$ cat src/rtl/heap_feed_if.sv
// heap_feed_if: stream-in, heap control/data and result-out bundle
// for heap_feed_ctrl; slave is the controller view, master the environment.
interface heap_feed_if #(
  parameter int DATA_WIDTH  = 292,
  parameter int KEY_WIDTH   = 7,
  parameter int SCORE_WIDTH = 16
);
  logic                            start;
  logic                            busy;
  logic                            done;
  logic                            s_valid;
  logic                            s_ready;
  logic [SCORE_WIDTH-1:0]          s_score;
  logic [DATA_WIDTH-KEY_WIDTH-1:0] s_payload;
  logic                            s_last;
  logic [DATA_WIDTH-1:0]           h_din;
  logic                            h_en;
  logic                            h_init;
  logic                            h_in_end;
  logic                            h_flush;
  logic                            h_sort_end;
  logic [DATA_WIDTH-1:0]           h_dout;
  logic                            m_valid;
  logic [DATA_WIDTH-1:0]           m_data;
  logic [15:0]                     in_count;
  logic [15:0]                     out_count;
  logic                            err;

  modport slave (
    input  start, s_valid, s_score, s_payload, s_last,
    input  h_sort_end, h_dout,
    output busy, done, s_ready, h_din, h_en, h_init,
    output h_in_end, h_flush, m_valid, m_data,
    output in_count, out_count, err
  );

  modport master (
    output start, s_valid, s_score, s_payload, s_last,
    output h_sort_end, h_dout,
    input  busy, done, s_ready, h_din, h_en, h_init,
    input  h_in_end, h_flush, m_valid, m_data,
    input  in_count, out_count, err
  );
endinterface

$ cat src/rtl/heap_feed_ctrl.sv
// heap_feed_ctrl: feeds a top-K heap sorter and collects its flush output.
// Optional sort_end watchdog enabled by defining HEAP_FEED_TIMEOUT_EN.
module heap_feed_ctrl #(
  parameter int DATA_WIDTH  = 292,
  parameter int KEY_WIDTH   = 7,
  parameter int NLEVELS     = 6,
  parameter int SCORE_WIDTH = 16,
  parameter int SCORE_SHIFT = 9,
  parameter int FLUSH_LEN   = 62,
  parameter int TIMEOUT     = 255
) (
  input logic        clk,
  input logic        rst,
  heap_feed_if.slave bus
);

  typedef enum logic [2:0] {
    S_IDLE, S_INIT, S_FILL, S_ENDP,
    S_WAIT, S_FLUSH, S_DRAIN
  } state_t;

  localparam int FW = NLEVELS;
  localparam logic [FW-1:0] F_LAST =
    FW'(FLUSH_LEN - 1);
  localparam logic [SCORE_WIDTH-1:0] K_MAX =
    SCORE_WIDTH'((1 << KEY_WIDTH) - 1);

  state_t                 r_state;
  state_t                 w_next;
  logic [1:0]             r_endp;
  logic [FW-1:0]          r_fcnt;
  logic                   r_h_en;
  logic [DATA_WIDTH-1:0]  r_h_din;
  logic                   r_m_valid;
  logic [DATA_WIDTH-1:0]  r_m_data;
  logic [15:0]            r_in_cnt;
  logic [15:0]            r_out_cnt;
  logic                   r_err;
  logic                   w_acc;
  logic                   w_hit;
  logic                   w_tmo;
  logic                   w_cap;
  logic                   w_clr;
  logic [SCORE_WIDTH-1:0] w_k;
  logic [KEY_WIDTH-1:0]   w_key;

  assign w_acc = (r_state == S_FILL) && bus.s_valid;
  assign w_hit = |bus.h_dout[KEY_WIDTH-1:0];
  assign w_cap = (r_state == S_FLUSH) && w_hit;
  assign w_clr = (r_state == S_IDLE) && bus.start;
  assign w_k   = bus.s_score >> SCORE_SHIFT;

  // key 0 marks an empty heap slot, so real scores never map to it
  always_comb begin
    w_key = w_k[KEY_WIDTH-1:0];
    if (w_k >= K_MAX)
      w_key = '1;
    else if (w_k == '0)
      w_key = KEY_WIDTH'(1);
  end

`ifdef HEAP_FEED_TIMEOUT_EN
  logic [7:0] r_wd;

  assign w_tmo = (r_state == S_WAIT) &&
                 !bus.h_sort_end &&
                 (r_wd == 8'(TIMEOUT));

  always_ff @(posedge clk or posedge rst) begin
    if (rst)
      r_wd <= '0;
    else if (r_state != S_WAIT)
      r_wd <= '0;
    else
      r_wd <= r_wd + 8'd1;
  end
`else
  logic w_unused;

  assign w_tmo    = 1'b0;
  assign w_unused = ^32'(TIMEOUT);
`endif

  always_ff @(posedge clk or posedge rst) begin
    if (rst)
      r_state <= S_IDLE;
    else
      r_state <= w_next;
  end

  always_comb begin
    w_next = r_state;
    unique case (r_state)
      S_IDLE:  if (bus.start) w_next = S_INIT;
      S_INIT:  w_next = S_FILL;
      S_FILL:  if (w_acc && bus.s_last) w_next = S_ENDP;
      S_ENDP:  if (r_endp == 2'd2) w_next = S_WAIT;
      S_WAIT:  if (bus.h_sort_end || w_tmo) w_next = S_FLUSH;
      S_FLUSH: if (r_fcnt == F_LAST) w_next = S_DRAIN;
      S_DRAIN: w_next = S_IDLE;
      default: w_next = S_IDLE;
    endcase
  end

  // ENDP spans three cycles: last write, one gap, then in_end
  always_ff @(posedge clk or posedge rst) begin
    if (rst) begin
      r_endp    <= '0;
      r_fcnt    <= '0;
      r_h_en    <= 1'b0;
      r_h_din   <= '0;
      r_m_valid <= 1'b0;
      r_m_data  <= '0;
      r_in_cnt  <= '0;
      r_out_cnt <= '0;
      r_err     <= 1'b0;
    end else begin
      r_h_en    <= w_acc;
      r_h_din   <= w_acc ? {bus.s_payload, w_key} : '0;
      r_m_valid <= w_cap;
      r_m_data  <= w_cap ? bus.h_dout : '0;
      r_endp    <= (r_state == S_ENDP) ?
                   r_endp + 2'd1 : 2'd0;
      r_fcnt    <= (r_state == S_FLUSH) ?
                   r_fcnt + FW'(1) : '0;
      if (w_clr) begin
        r_in_cnt  <= '0;
        r_out_cnt <= '0;
        r_err     <= 1'b0;
      end else begin
        if (w_acc && (r_in_cnt != 16'hFFFF))
          r_in_cnt <= r_in_cnt + 16'd1;
        if (w_cap)
          r_out_cnt <= r_out_cnt + 16'd1;
        if (w_tmo)
          r_err <= 1'b1;
      end
    end
  end

  assign bus.busy      = (r_state != S_IDLE);
  assign bus.done      = (r_state == S_DRAIN);
  assign bus.s_ready   = (r_state == S_FILL);
  assign bus.h_init    = (r_state == S_INIT);
  assign bus.h_in_end  = (r_state == S_ENDP) &&
                         (r_endp == 2'd2);
  assign bus.h_flush   = (r_state == S_FLUSH);
  assign bus.h_en      = r_h_en;
  assign bus.h_din     = r_h_din;
  assign bus.m_valid   = r_m_valid;
  assign bus.m_data    = r_m_data;
  assign bus.in_count  = r_in_cnt;
  assign bus.out_count = r_out_cnt;
  assign bus.err       = r_err;

endmodule

$ cat src/flat_wrapper.sv
// flat-port wrapper written by rule: the top's interface ports become plain ports
module heap_feed_ctrl_flat 
#(
  parameter int DATA_WIDTH  = 292,
  parameter int KEY_WIDTH   = 7,
  parameter int NLEVELS     = 6,
  parameter int SCORE_WIDTH = 16,
  parameter int SCORE_SHIFT = 9,
  parameter int FLUSH_LEN   = 62,
  parameter int TIMEOUT     = 255
)
  (clk, rst, bus_start, bus_s_valid, bus_s_score, bus_s_payload, bus_s_last, bus_h_sort_end, bus_h_dout, bus_busy, bus_done, bus_s_ready, bus_h_din, bus_h_en, bus_h_init, bus_h_in_end, bus_h_flush, bus_m_valid, bus_m_data, bus_in_count, bus_out_count, bus_err);
  heap_feed_if #(.DATA_WIDTH(DATA_WIDTH), .KEY_WIDTH(KEY_WIDTH), .SCORE_WIDTH(SCORE_WIDTH)) bus_i ();
  input logic clk;
  input logic rst;
  input wire logic [$bits(bus_i.start)-1:0] bus_start;
  input wire logic [$bits(bus_i.s_valid)-1:0] bus_s_valid;
  input wire logic [$bits(bus_i.s_score)-1:0] bus_s_score;
  input wire logic [$bits(bus_i.s_payload)-1:0] bus_s_payload;
  input wire logic [$bits(bus_i.s_last)-1:0] bus_s_last;
  input wire logic [$bits(bus_i.h_sort_end)-1:0] bus_h_sort_end;
  input wire logic [$bits(bus_i.h_dout)-1:0] bus_h_dout;
  output wire logic [$bits(bus_i.busy)-1:0] bus_busy;
  output wire logic [$bits(bus_i.done)-1:0] bus_done;
  output wire logic [$bits(bus_i.s_ready)-1:0] bus_s_ready;
  output wire logic [$bits(bus_i.h_din)-1:0] bus_h_din;
  output wire logic [$bits(bus_i.h_en)-1:0] bus_h_en;
  output wire logic [$bits(bus_i.h_init)-1:0] bus_h_init;
  output wire logic [$bits(bus_i.h_in_end)-1:0] bus_h_in_end;
  output wire logic [$bits(bus_i.h_flush)-1:0] bus_h_flush;
  output wire logic [$bits(bus_i.m_valid)-1:0] bus_m_valid;
  output wire logic [$bits(bus_i.m_data)-1:0] bus_m_data;
  output wire logic [$bits(bus_i.in_count)-1:0] bus_in_count;
  output wire logic [$bits(bus_i.out_count)-1:0] bus_out_count;
  output wire logic [$bits(bus_i.err)-1:0] bus_err;
  assign bus_i.start = bus_start;
  assign bus_i.s_valid = bus_s_valid;
  assign bus_i.s_score = bus_s_score;
  assign bus_i.s_payload = bus_s_payload;
  assign bus_i.s_last = bus_s_last;
  assign bus_i.h_sort_end = bus_h_sort_end;
  assign bus_i.h_dout = bus_h_dout;
  assign bus_busy = bus_i.busy;
  assign bus_done = bus_i.done;
  assign bus_s_ready = bus_i.s_ready;
  assign bus_h_din = bus_i.h_din;
  assign bus_h_en = bus_i.h_en;
  assign bus_h_init = bus_i.h_init;
  assign bus_h_in_end = bus_i.h_in_end;
  assign bus_h_flush = bus_i.h_flush;
  assign bus_m_valid = bus_i.m_valid;
  assign bus_m_data = bus_i.m_data;
  assign bus_in_count = bus_i.in_count;
  assign bus_out_count = bus_i.out_count;
  assign bus_err = bus_i.err;
  heap_feed_ctrl #(.DATA_WIDTH(DATA_WIDTH), .KEY_WIDTH(KEY_WIDTH), .NLEVELS(NLEVELS), .SCORE_WIDTH(SCORE_WIDTH), .SCORE_SHIFT(SCORE_SHIFT), .FLUSH_LEN(FLUSH_LEN), .TIMEOUT(TIMEOUT)) u_core (.clk(clk), .rst(rst), .bus(bus_i));
endmodule
$ cat config.mk
export PLATFORM = sky130hd
export DESIGN_NAME = heap_feed_ctrl_flat
export DESIGN_NICKNAME = d
export VERILOG_FILES = /design/src/rtl/heap_feed_if.sv /design/src/rtl/heap_feed_ctrl.sv /design/src/flat_wrapper.sv
export SDC_FILE = /design/constraint.sdc
export NUM_CORES = 1
export LEC_CHECK = 0
export ABC_AREA = 1
export CAP_MARGIN = 5
export CORE_AREA = 2 2 472 474
export CTS_CLUSTER_SIZE = 8
export DETAILED_ROUTE_END_ITERATION = 8
export DIE_AREA = 0 0 474 476
export PLACE_DENSITY = 0.4
export SLEW_MARGIN = 20
export SYNTH_ARGS = -nofsm -noshare
export SYNTH_HDL_FRONTEND = slang
export SYNTH_SLANG_ARGS = --single-unit
$ cat constraint.sdc
create_clock -name clk -period 19.5 [get_ports clk]
set_input_delay 2.925 -clock clk [delete_from_list [all_inputs] [get_ports clk]]
set_output_delay 2.925 -clock clk [all_outputs]
set_load 0.02 [all_outputs]
==> impl_metrics.json <==
{
  "run_status": "finished clean",
  "crit_arrival_ns": 6.62,
  "grt_pass1_wl_mm": 204.9,
  "max-vdd-ir-drop_uv": 62.78,
  "cts_tree": "yes",
  "share_of_final_layout_standard_cells_stronger_than_drive_strength_1": 0.04800,
  "clock_tree.htree_level_count": 3,
  "clk_root_buffer_cell": "sky130_fd_sc_hd__clkbuf_16",
  "min_period_ns": 6.100,
  "path_max_fanout": 87,
  "yosysWarningCount": 0,
  "grt_pass1_vias": 20470,
  "leakage_nw": 19.62,
  "critical-path-slowest-cell": "sky130_fd_sc_hd__buf_4",
  "drv_cap": 0,
  "detailroute.via_count": 19360,
  "number_of_remaining_drc_errors": 0,
  "timing.critical_path.required_ns": 20.02,
  "clockBufferDepth": 3,
  "fillerInstances": 24540,
  "dr.pass1.iters": 5,
  "clock_skew_ns": 0.03842,
  "power_mw": 3.993,
  "report.final.slew_viol_count": 0,
  "placement.io_buffers": 1213,
  "gr-total-overflow": 0,
  "max_stage_delay_ns": 0.81,
  "p_per_area_nw_per_um2": 98.30,
  "finalHoldViolations": 0,
  "critPathKind": "primary input to flip-flop",
  "initial_utilization": 0.1004,
  "finalWeightedCongestion": 0.8733,
  "reg2reg_setup_slack_ns": 16.17,
  "numCtsBuffers": 95,
  "final_tns_setup_ns": 0,
  "core_area_um2": 221000,
  "area_growth_syn_to_layout_pct": 83.10,
  "worst_hold_slack_ns": 0.4312,
  "rsz0062_at_grt": "false",
  "syn_area_cell_um2": 10.13,
  "worst_hold_path_type": "flip-flop to flip-flop",
  "cts_sink_cnt": 629,
  "finalWirelength_mm": 161.4,
  "fin_crit_sh": 0.3128,
  "die_h_um": 476,
  "synth_area_um2": 22180,
  "crit_path_start_kind": "primary input",
  "cts-resized-gates": 0,
  "die_w_um": 474,
  "synth.yosys.seq_area_share": 0.7095,
  "finalNetCount": 4048,
  "cts_post_setup_buffers_inserted": 0,
  "setup_ws_ns": 13.40,
  "vias_per_cell": 2.983,
  "drtAntennaViolNets": 0,
  "synth_cell_type_count": 30,
  "final-setup-viol-count": 0,
  "wire_per_inst_um": 24.87,
  "timing.slew.headroom": 0.3248,
  "placementRows": 173,
  "insertion_delay_ns": 0.72,
  "track_usage": 0.1398,
  "ys_seq_elements": 629,
  "grt_start_max_net_pins": 139,
  "crit_chain": "clkdlybuf4s50_1, nor2_1, buf_4, nand3_1, nor2_1, nor2_8, inv_8, buf_4, buf_4, nor2_1",
  "ios": 1224,
  "fmax_mhz": 163.9,
  "synthCells": 2189,
  "worst_slew_pin_slew_ns": 1.013,
  "preCtsSetupSlack_ns": 12.52,
  "setup.worst_path.end_class": "flip-flop",
  "post_cts_hold_buffer_count": 0,
  "postSynthNetCount": 2793,
  "die_area_um2": 225600,
  "detailed_place_hpwl_mm": 137.5,
  "clock_pin_slew_reported_for_the_worst_setup_and_hold_paths_after_clock_tree_synthesis_ns": 0.05,
  "grt_antenna_before_repair": 193,
  "drt_first_iter_violations": 707
}
[flip-flops by register name, summed over array words and instances (netlist names)]
name	flops
u_core.bus.h_en	1
u_core.bus.h_din	292
u_core.r_fcnt	6
u_core.bus.out_count	16
u_core.r_state	3
u_core.bus.m_data	292
u_core.bus.m_valid	1
u_core.r_endp	2
u_core.bus.in_count	16
[final cells by class]
class	instances	area (um^2)	share of cell area
clock inverters	17	315.3	0.007763
flip-flops and latches	629	15740	0.3875
clock buffers	115	2492	0.06136
diodes	35	87.58	0.002156
multi-input cells	861	3586	0.08829
inverters	626	2369	0.05831
repair buffers	1231	12310	0.3030
well taps	2975	3722	0.09164
[power by group]
group | switching [mW] | total, mW | internal, mW
Clock | 0.666 | 1.62 | 0.957
Sequential | 0.0605 | 1.49 | 1.43
Combinational | 0.526 | 0.881 | 0.356
Total | 1.25 | 3.99 | 2.74
[cell families (layout without fill, tap and decap cells)]
group           Yosys count  count (layout)  synth area share
other cells               1              36         0.0001690
flops                   629             629            0.7095
simple gates            809             809            0.1456
compound gates           35              35          0.008686
xor+xnor                 11              11          0.004343
fa+ha+maj                 5               5          0.002820
buf+inv                 699            1989            0.1288
[path summary, 6_finish.rpt]
| path | from | endpoint | depth (start not counted) |
|---|---|---|---|
| setup / recovery | bus_h_dout[1] | u_core.bus.m_data[166]$_DFF_PP0_ | 10 |
| max in group asynchronous | rst | u_core.bus.m_data[23]$_DFF_PP0_ | 6 |
| hold / removal | u_core.r_endp[0]$_DFF_PP0_ | u_core.r_endp[0]$_DFF_PP0_ | 1 |
| min in group asynchronous | rst | u_core.bus.h_din[87]$_DFF_PP0_ | 3 |
| hold reg to reg | u_core.r_endp[0]$_DFF_PP0_ | u_core.r_endp[0]$_DFF_PP0_ | 1 |
| setup reg to reg | u_core.r_state[0]$_DFFE_PP0P_ | u_core.bus.m_data[166]$_DFF_PP0_ | 8 |
[placed cells by master, fill, tap and decap left out, types with 2 or more instances in the layout]
cell type	Yosys	routed
sky130_fd_sc_hd__inv_1	620	619
sky130_fd_sc_hd__ha_1	5	5
sky130_fd_sc_hd__clkinv_2	0	5
sky130_fd_sc_hd__buf_12	0	2
sky130_fd_sc_hd__inv_2	6	4
sky130_fd_sc_hd__xor2_1	10	10
sky130_fd_sc_hd__inv_8	0	2
sky130_fd_sc_hd__o21ai_1	6	6
sky130_fd_sc_hd__clkdlybuf4s50_1	0	1213
sky130_fd_sc_hd__o21bai_1	4	4
sky130_fd_sc_hd__o21ai_0	17	17
sky130_fd_sc_hd__nand4_1	21	21
sky130_fd_sc_hd__clkbuf_8	0	4
sky130_fd_sc_hd__nor2_2	22	22
sky130_fd_sc_hd__inv_6	0	2
sky130_fd_sc_hd__clkinv_8	0	2
sky130_fd_sc_hd__nand2_1	105	105
sky130_fd_sc_hd__nor2_1	614	614
sky130_fd_sc_hd__clkbuf_1	2	16
sky130_fd_sc_hd__bufinv_16	0	5
sky130_fd_sc_hd__clkinv_16	0	3
sky130_fd_sc_hd__clkbuf_16	0	95
sky130_fd_sc_hd__a21oi_1	6	6
sky130_fd_sc_hd__buf_4	1	15
sky130_fd_sc_hd__dfrtp_1	629	629
sky130_fd_sc_hd__nand3_1	40	40
sky130_fd_sc_hd__diode_2	0	35
[routing by layer]
layer | global-route usage | up-vias | share of wire
li1 | - | 8642 | -
met1 | 0.1339 | 9050 | 0.33
met2 | 0.2244 | 1097 | 0.45
met3 | 0.1165 | 402 | 0.17
met4 | 0.04110 | 168 | 0.033
met5 | 0 | - | 0.0065
[stage by stage]
| step | area [um^2] | utilization | instances |
|---|---|---|---|
| finish | 40620 | 0.1838 | 6489 |
| global route | 40550 | 0.1835 | 6461 |
| CTS | 40530 | 0.1834 | 6454 |
| detailed placement | 37720 | 0.1707 | 6322 |
| global placement | 37720 | 0.1707 | 6322 |
| floorplan | 22190 | - | 2189 |
[synthesized netlist by cell type (all sizes together)]
master | count | area share
dfrtp | 629 | 0.71
nand4 | 21 | 0.0059
nor3 | 1 | 0.00023
a21oi | 6 | 0.0014
conb | 1 | 0.00017
nor2 | 638 | 0.11
xnor2 | 1 | 0.00039
nor4 | 1 | 0.00028
buf | 71 | 0.023
nand3 | 40 | 0.0090
and2 | 1 | 0.00028
o21ai | 24 | 0.0056
nand2 | 106 | 0.018
xor2 | 10 | 0.0039
clkbuf | 2 | 0.00034
ha | 5 | 0.0028
nand3b | 1 | 0.00034
o21bai | 4 | 0.0014
inv | 626 | 0.11
a211o | 1 | 0.00039
[worst max-delay path, delay by kind of cell]
family	cells	cell delay, ns
buffers and inverters	5	2.48
and+or+nand+nor	5	0.90
Note: power is estimated with default switching activity, not from simulation.
